### src/rtl/ram_access_arbiter.sv
// ram_access_arbiter
// Shares one single-port synchronous RAM between three requesters: the
// stage12 fetch read, the stage3 load read and the stage5 store write.
// A three-state FSM (IDLE -> ACCESS -> COMPLETE) serializes the accesses,
// so there is one access every three cycles. The fixed priority is
// store > load > fetch. Aging overrides it: a requester that has lost
// STARVE_LIMIT arbitrations in a row goes to the top.
//
// Ports
//   ram_clk, rst                 clock and synchronous active-high reset
//   fetch_read / load_read       level read requests; *_address held while high
//   *_read_ready                 one-cycle completion pulse to the winner only
//   *_read_data_out              read data; shown live during COMPLETE, then held
//   store_save                   level write request with address and data
//   store_save_ready             one-cycle completion pulse
//   ram_write_enable/address/data_in   registered drive into the RAM
//   ram_data_out                 registered read data coming back from the RAM
//   busy                         high whenever the FSM is not in IDLE
//   grant_id                     0 none, 1 fetch, 2 load, 3 store (while busy)
module ram_access_arbiter #(
  parameter int ADDR_W       = 16,
  parameter int DATA_W       = 8,
  parameter int STARVE_LIMIT = 4,
  parameter int CNT_W        = 3
) (
  input  logic              ram_clk,
  input  logic              rst,
  input  logic              fetch_read,
  output logic              fetch_read_ready,
  input  logic [ADDR_W-1:0] fetch_read_address,
  output logic [DATA_W-1:0] fetch_read_data_out,
  input  logic              load_read,
  output logic              load_read_ready,
  input  logic [ADDR_W-1:0] load_read_address,
  output logic [DATA_W-1:0] load_read_data_out,
  input  logic              store_save,
  output logic              store_save_ready,
  input  logic [ADDR_W-1:0] store_save_address,
  input  logic [DATA_W-1:0] store_save_data_in,
  output logic              ram_write_enable,
  output logic [ADDR_W-1:0] ram_address,
  output logic [DATA_W-1:0] ram_data_in,
  input  logic [DATA_W-1:0] ram_data_out,
  output logic              busy,
  output logic [1:0]        grant_id
);

  localparam logic [1:0] GID_NONE  = 2'd0;
  localparam logic [1:0] GID_FETCH = 2'd1;
  localparam logic [1:0] GID_LOAD  = 2'd2;
  localparam logic [1:0] GID_STORE = 2'd3;

  localparam logic [CNT_W-1:0] LIMIT    = CNT_W'(STARVE_LIMIT);
  localparam bit               AGING_EN = (STARVE_LIMIT != 0);

  typedef enum logic [1:0] {IDLE, ACCESS, COMPLETE} state_t;

  state_t            state_q, state_d;
  logic [1:0]        grant_q;
  logic [ADDR_W-1:0] addr_q;
  logic [DATA_W-1:0] wdata_q;
  logic              we_q;
  logic [DATA_W-1:0] fetch_data_q;
  logic [DATA_W-1:0] load_data_q;

  // Bit index i belongs to grant id i+1: 0 fetch, 1 load, 2 store.
  logic [2:0] req;
  logic [2:0] starved;
  logic [1:0] win_id;

  assign req = {store_save, load_read, fetch_read};

  // Per-requester starvation counter. A counter only moves at a grant
  // decision (IDLE with any request pending) or when its request drops.
  for (genvar gi = 0; gi < 3; gi++) begin : g_age
    logic [CNT_W-1:0] cnt_q, cnt_d;

    assign starved[gi] = AGING_EN && req[gi] && (cnt_q == LIMIT);

    always_comb begin
      cnt_d = cnt_q;
      if (!req[gi]) begin
        cnt_d = '0;
      end else if (state_q == IDLE) begin
        if (win_id == 2'(gi + 1)) begin
          cnt_d = '0;
        end else if (cnt_q != LIMIT) begin
          cnt_d = cnt_q + 1'b1;
        end
      end
    end

    always_ff @(posedge ram_clk) begin
      if (rst) begin
        cnt_q <= '0;
      end else begin
        cnt_q <= cnt_d;
      end
    end
  end

  // Winner selection: a starved requester beats any fixed-priority winner.
  // Among several starved requesters the fixed order still applies.
  always_comb begin
    win_id = GID_NONE;
    if (starved[2])      win_id = GID_STORE;
    else if (starved[1]) win_id = GID_LOAD;
    else if (starved[0]) win_id = GID_FETCH;
    else if (req[2])     win_id = GID_STORE;
    else if (req[1])     win_id = GID_LOAD;
    else if (req[0])     win_id = GID_FETCH;
  end

  always_comb begin
    state_d = state_q;
    case (state_q)
      IDLE:     if (|req) state_d = ACCESS;
      ACCESS:   state_d = COMPLETE;
      COMPLETE: state_d = IDLE;
      default:  state_d = IDLE;
    endcase
  end

  always_ff @(posedge ram_clk) begin
    if (rst) begin
      state_q      <= IDLE;
      grant_q      <= GID_NONE;
      addr_q       <= '0;
      wdata_q      <= '0;
      we_q         <= 1'b0;
      fetch_data_q <= '0;
      load_data_q  <= '0;
    end else begin
      state_q <= state_d;
      case (state_q)
        IDLE: begin
          if (|req) begin
            grant_q <= win_id;
            // The RAM drive is registered here, so it is stable for the
            // whole ACCESS cycle and the RAM samples it at the closing edge.
            we_q <= (win_id == GID_STORE);
            case (win_id)
              GID_STORE: begin
                addr_q  <= store_save_address;
                wdata_q <= store_save_data_in;
              end
              GID_LOAD: addr_q <= load_read_address;
              default:  addr_q <= fetch_read_address;
            endcase
          end
        end
        ACCESS: we_q <= 1'b0;
        COMPLETE: begin
          if (grant_q == GID_FETCH) fetch_data_q <= ram_data_out;
          if (grant_q == GID_LOAD)  load_data_q  <= ram_data_out;
        end
        default: ;
      endcase
    end
  end

  // Ready is gated by rst, so an access aborted in COMPLETE never
  // signals completion to its requester.
  logic complete_now;
  assign complete_now = (state_q == COMPLETE) && !rst;

  assign fetch_read_ready = complete_now && (grant_q == GID_FETCH);
  assign load_read_ready  = complete_now && (grant_q == GID_LOAD);
  assign store_save_ready = complete_now && (grant_q == GID_STORE);

  // During COMPLETE the RAM's registered output already holds the read
  // data, so pass it straight through instead of waiting a cycle.
  assign fetch_read_data_out = ((state_q == COMPLETE) && (grant_q == GID_FETCH))
                               ? ram_data_out : fetch_data_q;
  assign load_read_data_out  = ((state_q == COMPLETE) && (grant_q == GID_LOAD))
                               ? ram_data_out : load_data_q;

  assign ram_write_enable = we_q;
  assign ram_address      = addr_q;
  assign ram_data_in      = wdata_q;

  assign busy     = (state_q != IDLE);
  assign grant_id = busy ? grant_q : GID_NONE;

endmodule

### config.mk
export PLATFORM = sky130hd
export DESIGN_NAME = ram_access_arbiter
export DESIGN_NICKNAME = d
export VERILOG_FILES = /design/src/rtl/ram_access_arbiter.sv
export SDC_FILE = /design/constraint.sdc
export NUM_CORES = 1
export LEC_CHECK = 0
export CELL_PAD_IN_SITES_DETAIL_PLACEMENT = 0
export CELL_PAD_IN_SITES_GLOBAL_PLACEMENT = 1
export CORE_MARGIN = 3
export CORE_UTILIZATION = 31
export CTS_BUF_LIST = sky130_fd_sc_hd__clkbuf_2
export DETAILED_ROUTE_END_ITERATION = 8
export PLACE_DENSITY_LB_ADDON = 0.1
export SKIP_LAST_GASP = 1
export SLEW_MARGIN = 20
export SYNTH_ARGS = -nofsm -noshare
export SYNTH_HDL_FRONTEND = slang
export SYNTH_SLANG_ARGS = --single-unit
### constraint.sdc
create_clock -name ram_clk -period 1.9 [get_ports ram_clk]
set_input_delay 0.38 -clock ram_clk [delete_from_list [all_inputs] [get_ports ram_clk]]
set_output_delay 0.38 -clock ram_clk [all_outputs]
set_load 0.005 [all_outputs]
# Word-level counts from Yosys, hierarchy flattened
# Index checks and enable logic that the tools add are counted.
dict set report word_totals {
  out_inout_bits 47
  word_cells 79
  in_bits 69
  register_bits 54
}
dict set report op_classes {
  n_addsub 3
  n_bitwise 3
  mux 20
  n_eq_ne 15
  reduce_logical 28
}
# operator n
set ops {}
lappend ops {{16-bit case mux with 2 select lines} 1}
lappend ops {{3-bit two-way mux} 6}
lappend ops {{8-bit two-way mux} 2}
lappend ops {{2-bit two-way mux} 7}
lappend ops {{2-bit AND reduction} 7}
lappend ops {{2-bit == test (second input constant)} 5}
lappend ops {{2-bit nonzero test} 5}
lappend ops {{3-bit by 1-bit adder with 3-bit output (second input constant)} 3}
lappend ops {{3-bit == test (second input constant)} 3}
lappend ops {{1-bit logical AND} 9}
lappend ops {{3-bit inequality test (second input constant)} 3}
lappend ops {{2-bit by 1-bit == test with 1-bit output (second input constant)} 3}
lappend ops {{2-bit OR reduction} 3}
lappend ops {{2-bit case mux with 2 select lines} 1}
lappend ops {{1-bit inverter} 3}
lappend ops {{3-bit AND reduction} 1}
lappend ops {{3-bit OR reduction} 1}
lappend ops {{2-bit zero test} 1}
lappend ops {{1-bit two-way mux} 2}
lappend ops {{2-bit by 1-bit inequality test with 1-bit output (second input constant)} 1}
lappend ops {{1-bit case mux with 2 select lines} 1}
lappend ops {{1-bit zero test} 1}

# Depth between registers and ports, before layout
dict set report logic_depth {
  ltp_word 9
  mapped_depth 8
  mapped_depth_nobuf 6
}

# Least setup slack after synthesis
# Ideal clock, no wire load.
dict set report synth_timing {
  path_kind {register to register}
  startpoint {register g_age[1].cnt_q[0]}
  endpoint {register addr_q[11], in the netlist ram_address[11]}
  period_less_slack_ns 1.692
  n_path_buf 2
  slack_ns 0.208
  t_required_ns 1.773
  path_stages_with_launch 9
  t_arrival_ns 1.565
  setup_ns 0.127
  cell_sequence {dfxtp_1 -> inv_1 -> ha_1 -> and3_4 -> a311o_2 -> buf_4 -> buf_6 -> nand3_1 -> a31oi_1}
}
dict set report synth_via {
  elab_chain_cells 6
  word_cells_on_any_way 7
  cone_classes {eq/ne (3); mux (3); reduce/logical (1)}
}
# element line_no
set synth_rtl {}
lappend synth_rtl {{start: declaration} 76} ;# logic [CNT_W-1:0] cnt_q, cnt_d;
lappend synth_rtl {{start signal: assignment} 97} ;# cnt_q <= cnt_d;
lappend synth_rtl {{3-bit == test (*)} 78} ;# assign starved[gi] = AGING_EN && req[gi] && (cnt_q == LIMIT);
lappend synth_rtl {{1-bit logical AND (*)} 78}
lappend synth_rtl {{2-bit two-way mux (*)} 107} ;# else if (starved[1]) win_id = GID_LOAD;
lappend synth_rtl {{2-bit two-way mux (*)} 106} ;# if (starved[2]) win_id = GID_STORE;
lappend synth_rtl {{2-bit == test} 142} ;# case (win_id)
lappend synth_rtl {{16-bit case mux with 2 select lines (*)} 142}
lappend synth_rtl {{end signal: assignment} 144} ;# addr_q <= store_save_address;
lappend synth_rtl {{end signal: assignment} 147} ;# GID_LOAD: addr_q <= load_read_address;
lappend synth_rtl {{end signal: assignment} 148} ;# default: addr_q <= fetch_read_address;
lappend synth_rtl {{end: declaration} 60} ;# logic [ADDR_W-1:0] addr_q;
# Mark *: on every way between the ends. The rest lies on a longest branch, timed or not.
# A chain may end at the register's enable or synchronous reset.

# Worst setup path after layout
dict set report layout_timing {
  startpoint {register state_q[0]}
  endpoint {output fetch_read_data_out[0]}
}
dict set report layout_via {
  elab_chain_cells 3
}
# element line_no
set layout_rtl {}
lappend layout_rtl {{start: declaration} 58} ;# state_t state_q, state_d;
lappend layout_rtl {{start signal: assignment} 134} ;# state_q <= state_d;
lappend layout_rtl {{2-bit == test} 173} ;# assign fetch_read_data_out = ((state_q == COMPLETE) && (grant_q == GID_FETCH))
lappend layout_rtl {{1-bit logical AND} 173}
lappend layout_rtl {{8-bit two-way mux} 174} ;# ? ram_data_out : fetch_data_q;
lappend layout_rtl {{end: declaration} 31} ;# output logic [DATA_W-1:0] fetch_read_data_out,
# Every way passes these cells.

==> metrics.md <==
| Metric | Value |
|---|---|
| Status | `finished with violations` |
| Failing checks | `negative setup slack` |
| Clock Path Buffers | `2` |
| Layout cells sized above 1 | `0.249` |
| Layout area overhead | `63.0%` |
| Crit path top cell by count | `buf_6` |
| Finished Cell Area | `4360 µm²` |
| Top_reg_cell synth | `dfxtp_1` |
| Setup WS pre-CTS | `-132 ps` |
| Buffers on Ports | `115` |
| Clock Latency Late Sink | `470 ps` |
| Yosys top cell by area | `dfxtp_1` |
| Worst r2r dst | `ram_address[7]$_SDFFE_PP0P_` |
| Setup crit start kind | `flip-flop` |
| Initial Util | `0.322` |
| Critical Path Max Stage Delay | `410 ps` |
| Synth Instances | `291` |
| Fin. Hold Viols | `0` |
| Core box area | `8300 µm²` |
| CP Data Arrival Time | `1900 ps` |
| Clk slew on worst S/H paths | `310 ps` |
| I/O pin cnt | `116` |
| Commonest cells after routing, fill and taps aside | `93 x clkdlybuf4s50_1, 49 x dfxtp_1, 28 x buf_4` |
| Sw power | `0.000761 W` |
| Ant. Diodes | `0` |
| Post-Place Cells | `518` |
| Initial antenna violation count | `0` |
| Min-Delay Startpoint | `store_save_data_in[5]` |
| Crit Path Max Fanout | `4` |
| RSZ-0062 raised after global routing | `yes` |
| First-pass GRT wire length | `13.5 mm` |
| Warnings from Yosys | `0` |
| Max cap viols | `0` |
| Clock skew | `14.1 ps` |
| Period minus WS final | `2280 ps` |
| Sequential Power Share | `0.496` |
| CP Class | `flip-flop to output pin` |
| Worst Hold Path EP | `ram_data_in[5]$_SDFFE_PP0P_` |
| Synth top area share | `0.404` |
| Fill cells | `793` |
| Sequential share of the synthesized area | `0.404` |
| Reg2reg setup slack | `100 ps` |
| Residual DRC | `0` |
| Die width | `98.9 µm` |
| FF-to-FF path depth | `7` |
| Detail Route Antenna Nets | `0` |
| Sw Share | `0.302` |
| Post-Layout Cell Count | `539` |
| Crit-path slowest cell | `dfxtp_2` |
| Slew margin rel. | `0.732` |
| Routed vias/inst | `4.93` |
| DP Wirelength | `5.71 mm` |
| Final period utilization | `1.20` |
| Number of global-route vias before repair | `2740` |
| Placer congestion estimate | `0.775` |
| #FFs+latches synth | `54` |
| Synth Cell Area | `2670 µm²` |
| Endpoints failing setup | `20` |
| RR Startpoint | `g_age[0].cnt_q[0]$_SDFFE_PP0P_` |
| Max-slew violations | `0` |
| CP top delay family | `buffers and inverters` |
| Least-Margin Pin Slew | `401 ps` |
| Clock power frac | `0.206` |
| Crit-path cells | `nor4bb_4 > buf_4 > buf_6 > mux2_4 > buf_6` |
| Hold/Removal Path Class | `primary input to flip-flop` |
| Pint | `0.00176 W` |
| Syn_nets | `366` |
| First-pass detailed-route iteration total | `4` |
| Remaining Overflow, GRT | `0` |
| DR vias | `2656` |
| Leakage power | `1.75 nW` |
| CTS tree | `done` |
| CTS Buf Count | `5` |
| Detailed Route WL | `8.46 mm` |
| Avg Cell Area, Syn | `9.18 µm²` |
| Async SR Flop Fraction | `0` |
| Site row count | `33` |
| Root Driver | `clkbuf_2` |
| Total track usage | `0.168` |
| Clock sinks | `54` |
| Chip Height | `98.9 µm` |
| Synth top area cells | `dfxtp_1 40%, mux2_2 6.7%, nand3_1 5.1%, and2_1 4.4%, a31oi_1 3.7%` |
| Hold depth | `3` |
| EDFF count, synth | `0` |
| PwrDens | `579 nW/µm²` |
| CP endpoint kind | `output pin` |
| Placed Area | `4090 µm²` |
| Initial detailed-routing violation count | `92` |
| Max Clk Rate | `439 MHz` |
| CP bufs+invs | `3` |
| Comb power frac | `0.297` |
| WP data required | `1520 ps` |
| Finished Core Util | `0.525` |
| H-tree depth | `2` |
| Nets | `508` |
| Largest net degree at the start of global routing | `43` |
| Routed len/inst | `15.7 µm` |
| Die ar. | `9770 µm²` |
| Most common cell after layout, fill and taps aside | `clkdlybuf4s50_1` |
| Setup WS post-layout | `-380 ps` |
| Peak VDD IR | `254 µV` |
| Cell variety after synth | `45` |
-- worst reg2reg max path, stage by stage (launching register included) --
cell and delay [ps]:
dfxtp_1 400, inv_1 60, ha_1 190, nand2_1 200, a311oi_4 430, buf_6 190, nand4_1 110, a31oi_1 170
-- registers in the layout (all words and copies together) (netlist names) --
| signal | cells |
|---|---|
| fetch_data_q | 8 |
| g_age.cnt_q | 9 |
| grant_q | 2 |
| load_data_q | 8 |
| ram_address | 16 |
| ram_data_in | 8 |
| ram_write_enable | 1 |
| state_q | 2 |
-- Yosys cell counts (2+ instances only) --
library cell / number
nor3_1: 3
nor2_1: 11
buf_2: 4
a31oi_1: 16
o21ai_0: 9
nor4b_1: 3
nor3_2: 2
nand2_1: 21
xnor2_1: 2
nand3_1: 27
a22oi_1: 8
mux2_2: 16
and2_1: 19
buf_6: 2
inv_1: 8
dfxtp_1: 54
buf_4: 8
a21oi_1: 16
and3_1: 10
ha_1: 6
nor3b_1: 2
nand4_1: 8
clkbuf_1: 6
mux2i_1: 9
-- power by group through the flow --
stage	clock network, W	logic [W]	registers, W
after floorplan	0	0.000292	0.00127
after global placement	0	0.000712	0.00127
after detailed placement	0	0.000716	0.00127
after CTS	0.000558	0.000749	0.00125
after global routing	0.000590	0.000818	0.00126
final	0.000520	0.000750	0.00125
-- through the flow --
stage	TNS, ps	hold slack, ps	total power (W)
floorplan	0	451	0.00156
finish	-5510	410	0.00252
CTS	-6640	372	0.00256
global placement	-3890	444	0.00198
detailed placement	-4430	452	0.00198
global route	-8430	342	0.00267
-- cells by family after synthesis --
kind of cell,share of synthesized area
muxes,0.101
adders and majority gates,0.0281
AOI/OAI and AO/OA,0.157
and+or+nand+nor,0.240
xor gates and xnor gates,0.00983
DFF,0.404
buffers and inverters,0.0595
-- cell type report --
class,count,area [µm²],area share
multi-input combinational,209,1540,0.352
tap,105,131,0.0302
clock buffer,5,25.0,0.00575
inverter,9,33.8,0.00776
sequential,54,1090,0.250
timing repair buffer,154,1510,0.347
clock inverter,3,28.8,0.00661
-- what timing repair did --
item | in CTS | in global routing
endpoints found under the hold margin | 0 | 0
cloned | 1 | 1
setup endpoints to repair | 22 | 32
hold buffers | 0 | 0
resized for setup | 127 | 6
pin swaps | 4 | 3
setup buffers | 12 | 0
-- routing by layer --
metal / track usage / vias up / routed length [µm]
met1: 0.210 / 1211 / 3700
met4: 0.0441 / 0 / 100
met5: 0 / - / 0
met3: 0.0502 / 9 / 669
li1: - / 1341 / -
met2: 0.281 / 95 / 3980
-- how the worst max path moves through the flow --
| stage | to | slack (ps) | startpoint | cells past startpoint |
|---|---|---|---|---|
| after floorplan | ram_address[11]$_SDFFE_PP0P_ | 210 | g_age[1].cnt_q[0]$_SDFFE_PP0P_ | 8 |
| after global placement | store_save_ready | -160 | rst | 3 |
| after detailed placement | ram_address[8]$_SDFFE_PP0P_ | -130 | store_save | 6 |
| after CTS | fetch_read_data_out[2] | -430 | grant_q[1]$_SDFFE_PP0P_ | 5 |
| after global routing | fetch_read_data_out[0] | -520 | state_q[0]$_SDFFE_PP0P_ | 5 |
| final | fetch_read_data_out[0] | -380 | state_q[0]$_SDFFE_PP0P_ | 5 |
Note: power is estimated with default switching activity, not from simulation.
